[src/rtl/seq_1010_generator.sv]
// Serial "1010" pattern source: sends N non-overlapping 1010 patterns separated
// by a programmable run of idle zeros, with Moore-registered framing outputs.
module seq_1010_generator #(
  parameter int CNT_W = 8,
  parameter int GAP_W = 4
) (
  input  logic             clk,
  input  logic             rst,
  input  logic             start,
  input  logic [CNT_W-1:0] count,
  input  logic [GAP_W-1:0] gap,
  input  logic             abort,
  output logic             ready,
  output logic             out,
  output logic             valid,
  output logic             last_bit,
  output logic             done,
  output logic [CNT_W-1:0] pat_cnt
);

  localparam logic [2:0] S_IDLE = 3'd0;
  localparam logic [2:0] S_B1   = 3'd1;
  localparam logic [2:0] S_B2   = 3'd2;
  localparam logic [2:0] S_B3   = 3'd3;
  localparam logic [2:0] S_B4   = 3'd4;
  localparam logic [2:0] S_GAP  = 3'd5;
  localparam logic [2:0] S_DONE = 3'd6;

  logic [2:0]       r_state;
  logic [CNT_W-1:0] r_count;
  logic [GAP_W-1:0] r_gap;
  logic [GAP_W-1:0] r_gap_cnt;
  logic [CNT_W-1:0] r_pat_cnt;
  logic             r_ready, r_out, r_valid, r_last, r_done;

  logic [2:0]       w_next;
  logic             w_accept;
  logic             w_pat_inc;
  logic [CNT_W-1:0] w_pat_nxt;

  assign w_accept  = (r_state == S_IDLE) && start && (count != '0);
  assign w_pat_nxt = r_pat_cnt + 1'b1;

  always_comb begin
    w_next    = r_state;
    w_pat_inc = 1'b0;
    case (r_state)
      S_IDLE: if (w_accept) w_next = S_B1;
      S_B1:   w_next = S_B2;
      S_B2:   w_next = S_B3;
      S_B3:   w_next = S_B4;
      S_B4: begin
        w_pat_inc = 1'b1;
        if (w_pat_nxt == r_count) w_next = S_DONE;
        else if (r_gap != '0)     w_next = S_GAP;
        else                      w_next = S_B1;
      end
      S_GAP:  if (r_gap_cnt == '0) w_next = S_B1;
      S_DONE: w_next = S_IDLE;
      default: w_next = S_IDLE;
    endcase
    // Abort wins over everything mid-frame, including the B4 count update.
    if (abort && (r_state != S_IDLE) && (r_state != S_DONE)) begin
      w_next    = S_IDLE;
      w_pat_inc = 1'b0;
    end
  end

  always_ff @(posedge clk or negedge rst) begin
    if (!rst) begin
      r_state   <= S_IDLE;
      r_count   <= '0;
      r_gap     <= '0;
      r_gap_cnt <= '0;
      r_pat_cnt <= '0;
    end else begin
      r_state <= w_next;
      if (w_accept) begin
        r_count   <= count;
        r_gap     <= gap;
        r_pat_cnt <= '0;
      end else if (w_pat_inc) begin
        r_pat_cnt <= w_pat_nxt;
      end
      // GAP runs for r_gap cycles: load gap-1 on entry, leave when it hits 0.
      if (r_state == S_B4 && w_next == S_GAP) r_gap_cnt <= r_gap - 1'b1;
      else if (r_state == S_GAP && r_gap_cnt != '0) r_gap_cnt <= r_gap_cnt - 1'b1;
    end
  end

  // Outputs are decoded from the next state so they align with the state register.
  always_ff @(posedge clk or negedge rst) begin
    if (!rst) begin
      r_ready <= 1'b1;
      r_out   <= 1'b0;
      r_valid <= 1'b0;
      r_last  <= 1'b0;
      r_done  <= 1'b0;
    end else begin
      r_ready <= (w_next == S_IDLE);
      r_out   <= (w_next == S_B1) || (w_next == S_B3);
      r_valid <= (w_next == S_B1) || (w_next == S_B2) ||
                 (w_next == S_B3) || (w_next == S_B4);
      r_last  <= (w_next == S_B4);
      r_done  <= (w_next == S_DONE);
    end
  end

  assign ready    = r_ready;
  assign out      = r_out;
  assign valid    = r_valid;
  assign last_bit = r_last;
  assign done     = r_done;
  assign pat_cnt  = r_pat_cnt;

endmodule

[config.mk]
export PLATFORM = sky130hd
export DESIGN_NAME = seq_1010_generator
export DESIGN_NICKNAME = d
export VERILOG_FILES = /design/src/rtl/seq_1010_generator.sv
export SDC_FILE = /design/constraint.sdc
export NUM_CORES = 1
export LEC_CHECK = 0
export BUFFER_PORTS_ARGS = -buffer_cell sky130_fd_sc_hd__buf_2
export CAP_MARGIN = 20
export CORE_MARGIN = 2
export CORE_UTILIZATION = 55
export DETAILED_ROUTE_END_ITERATION = 10
export GPL_TIMING_DRIVEN = 0
export PLACE_DENSITY = 0.87
export SETUP_SLACK_MARGIN = 0.5
export SYNTH_ARGS = -nofsm -noshare
export SYNTH_HDL_FRONTEND = slang
export SYNTH_SLANG_ARGS = --single-unit
[constraint.sdc]
create_clock -name clk -period 4 [get_ports clk]
set_clock_uncertainty 0.05 [all_clocks]
set_input_delay 0.8 -clock clk [delete_from_list [all_inputs] [get_ports clk]]
set_output_delay 0.8 -clock clk [all_outputs]
set_load 0.05 [all_outputs]
# ---- After elaboration in Yosys (flattened, before gate mapping)
# Index checks and enable logic that the tools add are counted.
dict set report op_classes {
  addsub 3
  eq_ne 13
  n_mux 12
  reduce_logical 19
}
# op n
set op_table {}
lappend op_table {{3-bit case mux with 6 select lines} 1}
lappend op_table {{8-bit two-way mux} 2}
lappend op_table {{3-bit equality test (second input constant)} 5}
lappend op_table {{3-bit two-way mux} 5}
lappend op_table {{3-bit by 2-bit equality test with 1-bit output (second input constant)} 4}
lappend op_table {{8-bit by 1-bit adder with 8-bit output (second input constant)} 1}
lappend op_table {{8-bit equality test} 1}
lappend op_table {{4-bit two-way mux} 2}
lappend op_table {{4-bit nonzero test} 2}
lappend op_table {{8-bit nonzero test} 1}
lappend op_table {{4-bit by 1-bit subtractor with 4-bit output (second input constant)} 2}
lappend op_table {{3-bit by 1-bit equality test with 1-bit output (second input constant)} 2}
lappend op_table {{1-bit logical AND} 6}
lappend op_table {{3-bit zero test} 2}
lappend op_table {{4-bit zero test} 1}
lappend op_table {{1-bit logical OR} 4}
lappend op_table {{2-bit nonzero test} 2}
lappend op_table {{3-bit != test (second input constant)} 1}
lappend op_table {{3-bit nonzero test} 1}
lappend op_table {{1-bit two-way mux} 2}
dict set report totals {
  regBits 32
  out_inout_bits 13
  word_cells 57
}

# ---- Logic depth before layout (Yosys ltp)
dict set report logic_depth {
  ltp_word 10
  depth_mapped 11
  depth_no_buf 11
}

# ---- Worst setup path before layout
# No wires, ideal clock.
dict set report synth_timing {
  path_kind {register -> register}
  start {register r_pat_cnt[0] (netlist: pat_cnt[0])}
  end {register r_gap_cnt[2]}
  t_arrival_ns 2.583
  t_required_ns 3.871
  setup_slack_ns 1.288
  path_stages_with_launch 12
  path_buffers 0
  synth_period_minus_slack_ns 2.712
  path_cell_list {dfrtp_1 > ha_1 > nand3_1 > nor2_1 > xnor2_1 > a211oi_2 > nor2_1 > a22oi_1 > ha_1 > a21oi_1 > a41o_1 > mux2i_1}
}
dict set report synth_between {
  elab_chain_cells 8
  word_cells_on_any_way 9
  cone_classes {add/sub: 1; eq/ne: 2; mux: 4; reduce/logical: 2}
}
# item line
set synth_lines {}
lappend synth_lines {{start: declaration} 33} ;# logic [CNT_W-1:0] r_pat_cnt;
lappend synth_lines {{start signal: assignment} 83} ;# r_pat_cnt <= w_pat_nxt;
lappend synth_lines {{8-bit by 1-bit adder with 8-bit output (*)} 42} ;# assign w_pat_nxt = r_pat_cnt + 1'b1;
lappend synth_lines {{8-bit equality test (*)} 54} ;# if (w_pat_nxt == r_count) w_next = S_DONE;
lappend synth_lines {{3-bit two-way mux (*)} 54}
lappend synth_lines {{3-bit case mux with 6 select lines (*)} 47} ;# case (r_state)
lappend synth_lines {{3-bit two-way mux (*)} 63} ;# if (abort && (r_state != S_IDLE) && (r_state != S_DONE)) begin
lappend synth_lines {{3-bit equality test (*)} 86} ;# if (r_state == S_B4 && w_next == S_GAP) r_gap_cnt <= r_gap - 1'b1;
lappend synth_lines {{1-bit logical AND (*)} 86}
lappend synth_lines {{4-bit two-way mux or 2-bit nonzero test (tied branches)} -}
lappend synth_lines {{end signal: assignment} 86}
lappend synth_lines {{end signal: assignment} 87} ;# else if (r_state == S_GAP && r_gap_cnt != '0) r_gap_cnt <= r_gap_cnt - 1'b1;
lappend synth_lines {{end: declaration} 32} ;# logic [GAP_W-1:0] r_gap_cnt;
# Every way passes the cells marked *; elsewhere a longest branch is shown, timed or not.
# A chain may end at the register's enable or synchronous reset.

# ---- Worst setup path in the final report
# Same ends and word-level chain as after synthesis.

==> metrics.txt <==
LEAKAGE 0.893 nW; largest area contributor in the netlist dfrtp_1; hold slack 449 ps; Post-synth EDFFs 0; Clk pwr share 21.5%; top cell type's share of synthesized area 45.3%; H-tree Lvls 2; final core utilization 66.1%; switching pwr 0.487 mW; Tot GR Track Use between 20% and 30%; hpwl dp about 2700 µm; CTS max path bufs 2; HP Class input port to asynchronous set/reset pin; reg-to-reg slack, setup 1080 ps; Cells after Synth about 160; via/cell ratio 6.04; final WL 3680 µm; Crit Path Class flip-flop to flip-flop; crit path launch type flip-flop; WP data arrival between 3000 and 4000 ps; die area 3580 µm²; Multi-input gate area ~900 µm²; Die W 59.8 µm; CTS tree yes; Congestion Overflow GR 0; antenna violations before repair 0; met1 wire length 1560 µm; Sink Count 32; Reg area 802 µm²; Max Freq 0.342 GHz; sw frac 37.4%; worst slew pin tran 797 ps; final hold violations 0; core area 3000 µm²; post-synthesis async set-or-reset flop share 100%; Initial Utilization 57.0%; chip height 59.8 µm; period utilization between 70% and 80%; CP endpoint kind flip-flop; top cells by area, synth dfrtp_1, mux2_1, xnor2_1; Root Buffer clkbuf_4; via count ~1400; CP max FO 6; Yosys reg bits 32; most common cell in the synthesized netlist dfrtp_1; pwr dens about 660 nW/µm²; Yosys warnings 0; max_cap viols 0; number of buffers created by CTS 5; minimum clock period 2920 ps; vias in the first global route 1351; list of most frequent post-synthesis cells dfrtp_1, nor2_1, xnor2_1; Rows 20; Nets 213; Slew HR 46.5%; Seq/Total Area, Yosys 46.8%; WL per Instance ~16 µm; Post-CTS Hold Fix Bufs 0; first-pass GRT wire length 6180 µm; WL met3 approximately 190 µm; worst ir drop on vdd 0.350 mV; post-CTS setup buffer count 0; DRC violations left 0; antenna cells 0; Cell variety after synth 48; initial drt markers 65; Clock transition at path regs 110 ps; Req. time, crit path 4210 ps; power share of the combinational group 37.6%; Synth Net Count 179; Final Non-Filler Cells 229; placed cell count 221; proportion of layout cells with a drive suffix above 1 26.5%; ys flop type dfrtp_1; io pins 29; gpl congestion 0.900; area delta synth->final 15.9%; status complete, no violations; Pint 0.814 mW; setup violators final 0; worst skew pair latency 340 ps; pin count of the biggest net entering global routing 33; RSZ-0062 raised after global routing false; post_cts resized 0; met2 wire len between 1500 and 2000 µm; total negative slack 0 ps; Post-Syn Area 1710 µm²; Highest Signal Layer met4; post-route ant nets 0; Slew Viols, Final 0; drt first pass iters 4; # port buffers 27; Post-Syn Area per Cell 10.6 µm²; fill cell count between 200 and 250; Reg power frac 41.0%
==> path summary, 6_finish.rpt <==
path,startpoint,to,cells past startpoint
min in group clk,r_count[1],r_count[1],1
max in group asynchronous,rst,r_count[6],1
worst max-delay path,pat_cnt[0],r_gap_cnt[2],11
worst max register to register,pat_cnt[0],r_gap_cnt[2],11
worst min-delay path,rst,r_count[7],1
worst min register to register,r_count[1],r_count[1],1
==> metrics by stage <==
step           setup WS, ps  power, mW  instance area, µm²
3_3_place_gp           1400      0.989                1890
4_1_cts                1150       1.30                1980
2_1_floorplan          1290      0.904                1710
3_5_place_dp           1210       1.02                1890
6_report               1080       1.30                1980
5_1_grt                 942       1.38                1980
==> state kept, by name, summed over array words and instances, names as in the netlist <==
register	cells
last_bit	1
ready	1
r_count	8
r_gap	4
pat_cnt	8
out	1
r_state	3
r_gap_cnt	4
valid	1
done	1
==> power groups by stage <==
stage / logic [mW] / clock network [mW] / registers (mW)
final: 0.488 / 0.279 / 0.533
after global routing: 0.536 / 0.300 / 0.548
after CTS: 0.490 / 0.284 / 0.530
after detailed placement: 0.488 / 0 / 0.536
after global placement: 0.463 / 0 / 0.526
after floorplan: 0.327 / 0 / 0.577
==> logic make-up after synthesis <==
family | share of synthesized area (%)
buf+inv | 1.68
simple gates | 18.6
fa+ha+maj | 1.46
xor+xnor | 9.72
flops | 46.8
compound gates | 12.6
mux | 9.06
==> cells in the final DEF, fill, tap and decap left out, types with 2 or more instances in the layout <==
cell type	n
xor2_1	7
or4_1	2
o21ai_0	3
nand2_1	10
clkbuf_4	5
nor2b_1	2
dfrtp_1	31
nor4_1	4
and3_1	2
ha_1	2
or2_2	2
mux2i_1	2
nand3_1	4
xnor2_1	12
mux2_1	11
a22oi_1	4
nand3b_1	3
a21oi_1	5
buf_2	28
nand2_2	3
clkbuf_1	4
nand4_1	2
nor2_1	19
clkbuf_8	2
==> critical path: stages, from the launching register on <==
cell and delay (ps):
dfrtp_1 490, ha_1 270, nand3_1 180, nor2_1 270, xnor2_1 140, a211oi_2 370, nor2_1 160, a22oi_1 230
ha_1 260, a21oi_1 90, a41o_1 210, mux2i_1 120
==> routing by layer <==
layer  GRT usage (%)  vias to the layer above
li1                -                      642
met1            28.4                      695
met2            39.9                       39
met3            6.93                        8
met4            8.57                        0
met5               0                        -
==> area by class of cell <==
| cell class | count | area share [%] |
|---|---|---|
| inverter | 1 | 0.189 |
| buffer | 6 | 1.26 |
| timing repair buffer | 27 | 6.81 |
| clock buffer | 7 | 3.28 |
| sequential | 32 | 40.4 |
| multi-input combinational | 122 | 44.5 |
| clock inverter | 1 | 1.51 |
| tap | 33 | 2.08 |
(Power assumes the default switching activity.)
